## config.mk

```make
export PLATFORM = sky130hd
export DESIGN_NAME = crypto_frame_ctrl
export DESIGN_NICKNAME = d
export VERILOG_FILES = /design/src/rtl/crypto_pkg.sv /design/src/rtl/crypto_byte_path.sv /design/src/rtl/crypto_cores.sv /design/src/rtl/crypto_frame_ctrl.sv
export SDC_FILE = /design/constraint.sdc
export NUM_CORES = 1
export LEC_CHECK = 0
export CAP_MARGIN = 5
export CORE_UTILIZATION = 25
export CTS_CLUSTER_DIAMETER = 50
export DETAILED_ROUTE_END_ITERATION = 8
export PLACE_DENSITY = 0.53
export REMOVE_ABC_BUFFERS = 1
export SLEW_MARGIN = 40
export SYNTH_ARGS = -nofsm -noshare
export SYNTH_HDL_FRONTEND = slang
export SYNTH_SLANG_ARGS = --single-unit
export TNS_END_PERCENT = 1
```

## constraint.sdc

```tcl
create_clock -name clk -period 3.8 [get_ports clk]
set_input_delay 0.57 -clock clk [delete_from_list [all_inputs] [get_ports clk]]
set_output_delay 0.57 -clock clk [all_outputs]
set_load 0.02 [all_outputs]
```

## src/rtl/crypto_pkg.sv

```systemverilog
// crypto_pkg
// Shared definitions for the crypto frame controller slice:
//   state_t  : frame sequencer states (IDLE, STREAM, DIGEST)
//   MODE_ENC : mode value selecting the encrypt core
//   MODE_DEC : mode value selecting the decrypt core
//   dig_step : one digest fold step, rotate-left-1 then xor with the hash byte
package crypto_pkg;

  typedef enum logic [1:0] {
    IDLE   = 2'd0,
    STREAM = 2'd1,
    DIGEST = 2'd2
  } state_t;

  localparam logic MODE_ENC = 1'b0;
  localparam logic MODE_DEC = 1'b1;

  function automatic logic [7:0] dig_step(input logic [7:0] acc, input logic [7:0] h);
    return {acc[6:0], acc[7]} ^ h;
  endfunction

endpackage

```

## src/rtl/crypto_byte_path.sv

```systemverilog
// crypto_byte_path
// Combinational per-byte datapath around one encrypt, one decrypt and one hash core.
//   din    [7:0] in  : byte from the source
//   mode         in  : MODE_ENC or MODE_DEC
//   xform  [7:0] out : encrypt(din) or decrypt(din) depending on mode
//   hash_c [7:0] out : hash of the ciphertext view of the byte
module crypto_byte_path (
  input  logic [7:0] din,
  input  logic       mode,
  output logic [7:0] xform,
  output logic [7:0] hash_c
);
  import crypto_pkg::*;

  logic [7:0] enc_s;
  logic [7:0] dec_s;
  logic [7:0] cipher_s;

  encrypt u_encrypt (.din(din),      .dout(enc_s));
  decrypt u_decrypt (.din(din),      .dout(dec_s));
  hash    u_hash    (.din(cipher_s), .dout(hash_c));

  // The digest always covers ciphertext: in decrypt mode the input already is ciphertext.
  assign cipher_s = (mode == MODE_ENC) ? enc_s : din;
  assign xform    = (mode == MODE_ENC) ? enc_s : dec_s;

endmodule

```

## src/rtl/crypto_cores.sv

```systemverilog
// Combinational byte cores used by the frame controller.
//   encrypt : din -> dout, xor with a fixed key then rotate left by 3
//   decrypt : exact inverse of encrypt
//   hash    : non-linear byte mix (xor with a constant plus nibble swap, 8-bit add)
// Ports of each core: din [7:0] in, dout [7:0] out.
module encrypt (
  input  logic [7:0] din,
  output logic [7:0] dout
);
  logic [7:0] t_s;
  assign t_s  = din ^ 8'h3C;
  assign dout = {t_s[4:0], t_s[7:5]};
endmodule

module decrypt (
  input  logic [7:0] din,
  output logic [7:0] dout
);
  logic [7:0] t_s;
  // Undo the rotate first, then remove the key.
  assign t_s  = {din[2:0], din[7:3]};
  assign dout = t_s ^ 8'h3C;
endmodule

module hash (
  input  logic [7:0] din,
  output logic [7:0] dout
);
  assign dout = (din ^ 8'hA7) + {din[3:0], din[7:4]};
endmodule

```

## src/rtl/crypto_frame_ctrl.sv

```systemverilog
// crypto_frame_ctrl
// Frame sequencer: streams bytes through the encrypt/decrypt cores with a one-deep
// output register and folds each ciphertext byte into a per-frame 8-bit digest.
//   clk, rst                    : clock, asynchronous active-high reset
//   mode                        : 0 encrypt, 1 decrypt, latched on a frame's first byte
//   in_valid/in_ready/in_data/in_last     : input byte stream
//   out_valid/out_ready/out_data/out_last : transformed byte stream
//   dig_valid/dig_ready/digest/dig_trunc  : per-frame digest, truncation flag
//   busy                        : frame in progress or digest pending
module crypto_frame_ctrl #(
  parameter logic [7:0] SEED    = 8'h00,
  parameter int         MAX_LEN = 256
) (
  input  logic       clk,
  input  logic       rst,
  input  logic       mode,
  input  logic       in_valid,
  output logic       in_ready,
  input  logic [7:0] in_data,
  input  logic       in_last,
  output logic       out_valid,
  input  logic       out_ready,
  output logic [7:0] out_data,
  output logic       out_last,
  output logic       dig_valid,
  input  logic       dig_ready,
  output logic [7:0] digest,
  output logic       dig_trunc,
  output logic       busy
);
  import crypto_pkg::*;

  localparam logic [15:0] MAX_LEN_C = 16'(MAX_LEN);

  state_t      state_r, state_nxt_s;
  logic        mode_r;
  logic        out_valid_r, out_last_r;
  logic [7:0]  out_data_r;
  logic [7:0]  acc_r, digest_r;
  logic        trunc_r;
  logic [15:0] cnt_r;

  logic        mode_eff_s;
  logic [7:0]  xform_s, hash_s;
  logic [15:0] cnt_nxt_s;
  logic [7:0]  acc_prev_s, acc_nxt_s;
  logic        last_s, trunc_s;
  logic        in_ready_s, accept_s, dig_valid_s, dig_hs_s;

  crypto_byte_path u_byte_path (
    .din   (in_data),
    .mode  (mode_eff_s),
    .xform (xform_s),
    .hash_c(hash_s)
  );

  // Per-byte control: effective mode, next count/accumulator, last/truncation and handshakes.
  always_comb begin
    // The first byte of a frame uses the live mode pin; later bytes use the latched copy.
    mode_eff_s  = (state_r == IDLE) ? mode : mode_r;
    cnt_nxt_s   = (state_r == IDLE) ? 16'd1 : (cnt_r + 16'd1);
    acc_prev_s  = (state_r == IDLE) ? SEED : acc_r;
    acc_nxt_s   = dig_step(acc_prev_s, hash_s);
    last_s      = in_last || (cnt_nxt_s == MAX_LEN_C);
    trunc_s     = (cnt_nxt_s == MAX_LEN_C) && !in_last;
    // out_ready feeds in_ready combinationally so the output register can refill every cycle.
    in_ready_s  = (state_r != DIGEST) && (!out_valid_r || out_ready);
    accept_s    = in_valid && in_ready_s;
    // Holding the digest back while a data byte is pending keeps it behind the last byte.
    dig_valid_s = (state_r == DIGEST) && !out_valid_r;
    dig_hs_s    = dig_valid_s && dig_ready;
  end

  // Frame state register.
  always_ff @(posedge clk or posedge rst) begin
    if (rst) begin
      state_r <= IDLE;
    end else begin
      state_r <= state_nxt_s;
    end
  end

  // Next-state logic for the frame sequencer.
  always_comb begin
    state_nxt_s = state_r;
    case (state_r)
      IDLE, STREAM: begin
        if (accept_s) begin
          state_nxt_s = last_s ? DIGEST : STREAM;
        end else begin
          state_nxt_s = state_r;
        end
      end
      DIGEST: begin
        if (dig_hs_s) begin
          state_nxt_s = IDLE;
        end else begin
          state_nxt_s = DIGEST;
        end
      end
      default: state_nxt_s = IDLE;
    endcase
  end

  // Frame bookkeeping: latched mode, running digest, byte count, frozen digest and trunc flag.
  always_ff @(posedge clk or posedge rst) begin
    if (rst) begin
      mode_r   <= MODE_ENC;
      acc_r    <= SEED;
      cnt_r    <= 16'd0;
      digest_r <= 8'h00;
      trunc_r  <= 1'b0;
    end else if (accept_s) begin
      mode_r <= mode_eff_s;
      acc_r  <= acc_nxt_s;
      cnt_r  <= cnt_nxt_s;
      if (last_s) begin
        digest_r <= acc_nxt_s;
        trunc_r  <= trunc_s;
      end else begin
        digest_r <= digest_r;
        trunc_r  <= trunc_r;
      end
    end else if (dig_hs_s) begin
      acc_r <= SEED;
      cnt_r <= 16'd0;
    end else begin
      acc_r <= acc_r;
      cnt_r <= cnt_r;
    end
  end

  // Output register: load on accept, drain on out_ready, otherwise hold.
  always_ff @(posedge clk or posedge rst) begin
    if (rst) begin
      out_valid_r <= 1'b0;
      out_data_r  <= 8'h00;
      out_last_r  <= 1'b0;
    end else if (accept_s) begin
      out_valid_r <= 1'b1;
      out_data_r  <= xform_s;
      out_last_r  <= last_s;
    end else if (out_ready) begin
      out_valid_r <= 1'b0;
    end else begin
      out_valid_r <= out_valid_r;
    end
  end

  assign in_ready  = in_ready_s;
  assign out_valid = out_valid_r;
  assign out_data  = out_data_r;
  assign out_last  = out_last_r;
  assign dig_valid = dig_valid_s;
  assign digest    = digest_r;
  assign dig_trunc = trunc_r;
  assign busy      = (state_r != IDLE);

endmodule

```

After elaboration in Yosys (flattened, before gate mapping)
Index checks and enable logic that the tools add are counted.

storage, ports and cells
  word-level logic and storage cells = 50
  register bits after elaboration = 46
  bits in read-only memories = 0
  bits in writable memories = 0
  memories kept = 0
  input bits = 15
  bits in latches = 0

cells by class
  bitwise logic cells = 4
  order comparisons = 0
  $add $sub $neg = 2
  multiply operators = 0
  multiplexer cells = 15
  reductions and logical operators = 15
  shift-type cells = 0
  div/mod/pow operators = 0
  equality and inequality tests = 5

operators by type and width
  kind                                            number
  2-to-1 mux 16 bit                               3
  2-to-1 mux 8 bit                                5
  adder 16 x 1 -> 16 bit, second input constant   1
  == test 16 x 9 -> 1 bit, second input constant  1
  adder 8 bit                                     1
  inverter 4 bit                                  2
  XOR 8 bit                                       1
  2-to-1 mux 2 bit                                3
  nonzero test 2 bit                              3
  logical AND 1 bit                               5
  inverter 5 bit                                  1
  inequality test 2 bit, second input constant    2
  case mux 2 bit (2 select lines)                 1
  2-to-1 mux 1 bit                                3
  == test 2 x 1 -> 1 bit, second input constant   1
  == test 2 bit, second input constant            1
  logical NOT 1 bit                               2
  logical NOT 2 bit                               1
  logical OR 1 bit                                2
  AND reduction 2 bit                             1
  OR reduction 2 bit                              1

Logic depth before layout (Yosys ltp)
Gate-level depths: netlist (run 1).

  depth after elaboration = 7
  gate-level depth with buffers = 15
  mapped depth without buffers = 14

Hierarchy
Synthesis (run 1) repeated with hierarchy kept, for this count alone.

second synthesis, totals
  cell total of the unflattened synthesis = 373
  area total of the unflattened synthesis = 3201.8 um^2

by module, submodules not included
  module             cells each  times used  area each (um^2)
  crypto_frame_ctrl  297         1           2551.2
  hash               42          1           311.5
  crypto_byte_path   18          1           249.0
  decrypt            8           1           45.0
  encrypt            8           1           45.0

Worst setup path after synthesis (run 1)
OpenSTA, ideal clock, no wires.

  path kind = flip-flop to flip-flop
  from = reg state_r[1]
  to = reg digest_r[7], in the netlist digest[7]
  data arrival time = 3.183 ns
  cell stages (with the launch flop) = 14
  setup time = 0.125 ns
  slack = 0.492 ns
  period minus slack after synthesis = 3.308 ns
  cells stage by stage = dfrtp_1 -> nor2_1 -> mux2i_1 -> clkbuf_1 -> nor2_1 -> a21oi_1 -> ha_1 -> a21oi_1 -> nor2_1 -> nor2_1 -> o21ai_0 -> o41a_1 -> xnor2_1 -> mux2_4

between the ends
  longest elaborated chain between the ends = 6

ends and longest elaborated chain
  what                             line                                                                       text
  start, declared                  crypto_frame_ctrl.sv:35                                                    state_t state_r, state_nxt_s;
  start signal, assigned           crypto_frame_ctrl.sv:79                                                    state_r <= state_nxt_s;
  logical NOT 2 bit                crypto_frame_ctrl.sv:60, crypto_frame_ctrl.sv:61, crypto_frame_ctrl.sv:62
  2-to-1 mux 1 bit                 crypto_frame_ctrl.sv:60                                                    mode_eff_s = (state_r == IDLE) ? mode : mode_r;
  2-to-1 mux 8 bit                 crypto_byte_path.sv:24                                                     assign cipher_s = (mode == MODE_ENC) ? enc_s : din;
  inverter 5 bit (no source line)  n/a
  adder 8 bit                      crypto_cores.sv:29                                                         assign dout = (din ^ 8'hA7) + {din[3:0], din[7:4]};
  XOR 8 bit                        crypto_pkg.sv:19                                                           return {acc[6:0], acc[7]} ^ h;
  end signal, assigned             crypto_frame_ctrl.sv:118                                                   digest_r <= acc_nxt_s;
  end signal, assigned             crypto_frame_ctrl.sv:121                                                   digest_r <= digest_r;
  end, declared                    crypto_frame_ctrl.sv:39                                                    logic [7:0] acc_r, digest_r;

Parallel ways exist; a longest one is shown, timed or not.
A chain may end at the register's enable or synchronous reset.

Worst setup path after layout (run 1)
Ends and elaborated chain as after synthesis.

==> flow_metrics.tcl, run 1 <==
set metrics [dict create \
    fin_crit_sh_pct 90.3 \
    cts_buffers 5 \
    synthAdderAreaFrac_pct 4.33 \
    fin_util_pct 31.1 \
    critPathTopFamily "compound AO/OA/AOI/OAI gates" \
    max_cap_violations 0 \
    cpPeakStageDelay_ns 0.43 \
    synth_top_family_by_area "compound AO/OA/AOI/OAI gates" \
    final.min_clock_period_ns 3.43 \
    drtPass1Iterations 4 \
    fp-row-count 38 \
    drt_wl_total_um 6670 \
    worstSetupEndpointType "register" \
    setup-tns-final_ns 0 \
    n_antenna_cell 0 \
    synth_cell_types 46 \
    clk_latency_ns 0.30 \
    fillers 1167 \
    dp_hpwl_um 4860 \
    final_cells 470 \
    wl_per_cell_um 14.2 \
    arrival_ns 3.63 \
    rsz0062_at_grt "no" \
    cp_max_fo 17 \
    powerDensity_nw_per_um2 783 \
    tightest_slew_ns 0.591 \
    clockRootBuffer "clkbuf_8" \
    finalSetupViolCount 0 \
    synthCells 296 \
    postRouteAntennaNets 0 \
    coreArea_um2 10800 \
    dpl.cell_count 462 \
    ctsHoldBuffers 0 \
    vdd_drop_max_mv 0.339 \
    synth_compound_area_share_pct 17.9 \
    synth_edf_count 0 \
    die-area_um2 11500 \
    grt_pass1_wl_um 11600 \
    avgSynthCellArea_um2 9.37 \
    worstPathCellList "nor2_2, mux2i_2, buf_4, nor2_1, a21oi_1, ha_1, a21oi_1, nor2_1, nor2_1, o21ai_0, o41a_1, xnor2_1, mux2_4" \
    clk_path_buf_depth 2 \
    hold_violations 0 \
    start_kind "register" \
    cts_setup_buffers 0 \
    port_buffers 36 \
    worst_path_max_delay_cell "dfrtp_1" \
    grt_antenna_before_repair 0 \
    overflow 0 \
    hold_class "reg -> reg" \
    power.static_leakage_uw 0.00142 \
    start_util_pct 25.6 \
    clock-sinks 46 \
    grt_max_degree 47 \
    viasPerCell 4.80 \
    synth-seq-cells 46 \
    final_design_area_no_fill_um2 3380 \
    globalplace.congestion 0.817 \
    cpMostUsedCell "nor2_1" \
    clk_pin_slew_ns 0.09 \
    synth_ff_type "dfrtp_1" \
    drc 0 \
    drive_above_1_share_pct 10.6 \
    cts.repair.resized 0 \
    synthMuxAreaShare_pct 7.04 \
    die_height_um 107 \
    synthXorXnorAreaFrac_pct 7.27 \
    area_delta_synth_final_pct 21.8 \
    grt_usage_pct 12.8 \
    grt_pass1_vias 2320 \
    critPathKind "reg -> reg" \
    synth-async-reset-ratio_pct 100 \
    ys_seq_area_share_pct 41.5 \
    required_ns 3.99 \
    slew_violations 0 \
    slew_headroom_pct 60.6 \
    dieWidth_um 107 \
    fin_skew_ns 0.00857 \
    drt_iter0_markers 104 \
    synthesis.area_um2 2770 \
    dpl-instance-area_um2 3290 \
    htree_levels 2 \
    status "complete, no violations" \
    synthSimpleGateAreaFrac_pct 17.7 \
    vias 2254 \
    synth-warning-count 0 \
    io_pins 37 \
    cts_tree "done" \
    cp_num_buf_inv 1 \
    nNetsFinal 353 \
    max_freq_ghz 0.291 \
    p_total_uw 2640 \
]
## final timing paths
path,from,endpoint,slack (ns),cells past startpoint
max,state_r[1],digest[7],0.37,13
min,out_data[3],out_data[3],0.49,2
max reg2reg,state_r[1],digest[7],0.37,13
min reg2reg,out_data[3],out_data[3],0.49,2
max in group asynchronous,rst,cnt_r[8],2.69,2
min in group asynchronous,rst,digest[2],0.70,2
## cell usage after synthesis, types with 2 or more instances
| library cell | n | area share (%) |
|---|---|---|
| dfrtp_1 | 46 | 42 |
| nand2_1 | 34 | 4.6 |
| nor2_1 | 28 | 3.8 |
| o21ai_0 | 26 | 4.7 |
| a21oi_1 | 23 | 4.2 |
| xnor2_1 | 14 | 4.4 |
| clkbuf_1 | 11 | 1.5 |
| inv_1 | 11 | 1.5 |
| a22o_1 | 10 | 3.2 |
| xor2_1 | 9 | 2.8 |
| ha_1 | 8 | 3.6 |
| mux2_4 | 8 | 4.3 |
| a21o_1 | 5 | 1.4 |
| buf_2 | 4 | 0.72 |
| mux2_2 | 4 | 1.6 |
| nand3_1 | 4 | 0.72 |
| nand4_1 | 4 | 0.90 |
| o31ai_1 | 4 | 1.1 |
| and3_1 | 3 | 0.68 |
| mux2i_1 | 3 | 1.1 |
| nor3_1 | 3 | 0.54 |
| nor4_1 | 3 | 0.68 |
| or3_1 | 3 | 0.68 |
| and2_1 | 2 | 0.45 |
| nand2b_1 | 2 | 0.45 |
| nor4_2 | 2 | 0.90 |
| o21bai_1 | 2 | 0.54 |
| o22ai_1 | 2 | 0.45 |
## final cells by class
cell class / instances / area (um^2) / area share, %
Multi-Input combinational cell: 222 / 1510 / 44.7
Inverter: 12 / 47.5 / 1.41
Clock inverter: 2 / 13.8 / 0.408
Clock buffer: 6 / 72.6 / 2.15
Timing Repair Buffer: 42 / 405 / 12.0
Tap cell: 140 / 175 / 5.19
Sequential cell: 46 / 1150 / 34.1
## metal layers
metal / track usage (%) / share of wire, %
met2: 21.1 / 49
met5: 0 / 0
met1: 17.3 / 48
met4: 2.74 / 0.77
met3: 2.48 / 2.6
## power breakdown
group / switching, uW / total [uW] / internal [uW]
clock: 175 / 305 / 130
combinational: 838 / 1580 / 738
sequential: 107 / 762 / 654
## registers in the layout, summed over array words and instances, names as in the netlist
signal	flops
mode_r	1
acc_r	8
digest	8
out_valid	1
out_last	1
state_r	2
out_data	8
dig_trunc	1
cnt_r	16
## metrics by stage
step | setup slack [ns] | hold WS [ns]
3_5_place_dp | 0.228 | 0.473
5_1_grt | 0.0989 | 0.524
6_report | 0.367 | 0.490
2_1_floorplan | -0.123 | 0.463
4_1_cts | 0.211 | 0.496
3_3_place_gp | 0.328 | 0.472
## placed cells by master (no fill, tap or decap), types with 4 or more instances in the layout
cell type,instances
clkdlybuf4s50_1,36
dfrtp_1,46
ha_1,8
o21ai_0,26
mux2_2,4
nand4_1,4
a21o_1,5
nor2_1,27
a21oi_1,23
inv_1,10
o31ai_1,4
nand3_1,4
clkbuf_8,5
xnor2_1,14
xor2_1,9
nand2_1,34
a22o_1,10
buf_4,6
mux2_4,8
## cell families (layout without fill, tap and decap cells)
logic type	after synthesis	count (layout)
simple gates	95	95
buf+inv	28	62
flops	46	46
fa+ha+maj	9	9
compound gates	80	80
mux	15	15
xor+xnor	23	23
## tightest hold or removal path: cells and delay by family, from the launching register on
family             cells  cell delay, ns
DFF                    1            0.35
and+or+nand+nor        1            0.05
AOI/OAI and AO/OA      1            0.06
No activity file was read; power rests on OpenSTA's default activity.
==> run 2: changes to the inputs <==
==> constraint.sdc (replaced) <==
create_clock -name clk -period 4.2 [get_ports clk]
set_input_delay 0.63 -clock clk [delete_from_list [all_inputs] [get_ports clk]]
set_output_delay 0.63 -clock clk [all_outputs]
set_load 0.02 [all_outputs]
==> run 2 against run 1 <==
Global-route usage down 0.53 points. Sequential cell count unchanged. Final area hardly changed. Die area unchanged. Cell count did not move. Utilization is essentially flat. Clock power fell by 11%. Via count fell by 2.9%. Fmax decreased by 4.6%. Clock skew fell by 0.0027 ns.
==> flow_metrics.tcl, run 2 (synthesis gave the netlist of run 1 again) <==
set metrics [dict create \
    status "complete, no violations" \
    dieWidth_um 107 \
    die_height_um 107 \
    wl_per_cell_um 13.8 \
    grt_pass1_wl_um 11100 \
    worst_path_max_delay_cell "mux2i_2" \
    timing.hold.ws_ns 0.495 \
    clk_latency_ns 0.30 \
    required_ns 4.39 \
    final_cells 470 \
    drt_iter0_markers 100 \
    cts_tree "done" \
    postRouteAntennaNets 0 \
    start_util_pct 25.6 \
    cp_max_fo 11 \
    p_sw_uw 999 \
    finalSetupViolCount 0 \
    preCtsSetupSlack_ns 0.514 \
    hold_violations 0 \
    largest_reg_flops 16 \
    powerDensity_nw_per_um2 704 \
    cp_num_buf_inv 1 \
    globalplace.congestion 0.792 \
    clockPowerShare_pct 11.4 \
    grt_pass1_vias 2207 \
    clockRootBuffer "clkbuf_8" \
    cpPeakStageDelay_ns 0.54 \
    power.internal_uw 1380 \
    max_freq_ghz 0.278 \
    fp-row-count 38 \
    vdd_drop_max_mv 0.301 \
    final.min_clock_period_ns 3.60 \
    area_delta_synth_final_pct 21.7 \
    ctsHoldBuffers 0 \
    htree_levels 2 \
    final_cell_mix "46 x dfrtp_1, 36 x clkdlybuf4s50_1, 34 x nand2_1, 28 x nor2_1, 26 x o21ai_0" \
    grt_antenna_before_repair 0 \
    drc 0 \
    die-area_um2 11500 \
    port_buffers 36 \
    power.static_leakage_uw 0.00142 \
    dp_hpwl_um 4780 \
    drt_wl_total_um 6480 \
    worstSetupEndpointType "register" \
    clock-sinks 46 \
    switching_share_pct 42.1 \
    rsz0062_at_grt "no" \
    drive_above_1_share_pct 10.3 \
    tightest_slew_ns 0.587 \
    hold_class "reg -> reg" \
    max_cap_violations 0 \
    arrival_ns 3.79 \
    io_pins 37 \
    critPathTopFamily "compound AO/OA/AOI/OAI gates" \
    coreArea_um2 10800 \
    clk_path_buf_depth 2 \
    start_kind "register" \
    fin_util_pct 31.1 \
    clk_pin_slew_ns 0.09 \
    nNetsFinal 353 \
    fin_crit_sh_pct 85.7 \
    n_antenna_cell 0 \
    cts_buffers 5 \
    slew_violations 0 \
    seq_power_share_pct 29.0 \
    dpl.cell_count 462 \
    drtPass1Iterations 4 \
    critPathKind "reg -> reg" \
    mostFrequentLayoutCell "dfrtp_1" \
    cts.repair.resized 0 \
    worstPathCellList "nor2_1, mux2i_2, buf_4, nor2_1, a21oi_1, ha_1, a21oi_1, nor2_1, nor2_1, o21ai_0, o41a_1, xnor2_1, mux2_4" \
    slew_headroom_pct 60.7 \
    setup-tns-final_ns 0 \
    grt_max_degree 47 \
    vias 2189 \
    regMostFlops "cnt_r" \
    grt_usage_pct 12.3 \
    fin_skew_ns 0.00592 \
    overflow 0 \
    cts_setup_buffers 0 \
    comb_power_share_pct 59.6 \
    cpMostUsedCell "nor2_1" \
    fin_ws_ns 0.602 \
    viasPerCell 4.66 \
]
-- run 2: cell counts in the layout (fill, tap and decap cells not counted) --
Identical to the previous run, type by type.
-- run 2: per-layer routing --
metal,vias up,share of wire [%],global-route usage [%]
li1,1110,-,-
met1,1036,48,16.0
met2,37,48,20.5
met3,6,3.2,2.36
met4,0,1.0,3.62
met5,-,0,0
-- run 2: final cells by class --
cell class	instances	area (um^2)
multi-input combinational	222	1510
sequential	46	1150
tap	140	175
fill	1152	7470
timing repair buffer	42	405
clock inverter	2	13.8
inverter	12	47.5
clock buffer	6	72.6
-- run 2: through the flow --
step	instance area, um^2	power (uW)
after floorplan	2700	1650
after global placement	3280	2120
after detailed placement	3290	2130
after CTS	3370	2410
after global routing	3370	2550
final	3370	2370
-- run 2: path summary, 6_finish.rpt --
check	from	endpoint	slack, ns	depth (start not counted)
max	state_r[1]	digest[7]	0.60	13
min	out_last	out_last	0.49	1
max reg2reg	state_r[1]	digest[7]	0.60	13
min reg2reg	out_last	out_last	0.49	1
max in group asynchronous	rst	state_r[0]	3.04	2
min in group asynchronous	rst	digest[2]	0.76	2
-- run 2: power groups by stage --
stage / sequential, uW / clock [uW] / combinational, uW
floorplan: 785 / 0 / 870
global placement: 697 / 0 / 1420
detailed placement: 697 / 0 / 1430
CTS: 690 / 282 / 1440
global route: 710 / 297 / 1550
finish: 689 / 270 / 1410
-- run 2: worst register-to-register path, cell delays in order, from the launching register on --
cell     delay, ns
dfrtp_1       0.42
nor2_1        0.48
mux2i_2       0.54
buf_4         0.26
nor2_1        0.06
a21oi_1       0.17
ha_1          0.32
a21oi_1       0.16
nor2_1        0.05
nor2_1        0.15
o21ai_0       0.14
o41a_1        0.34
xnor2_1       0.15
mux2_4        0.26
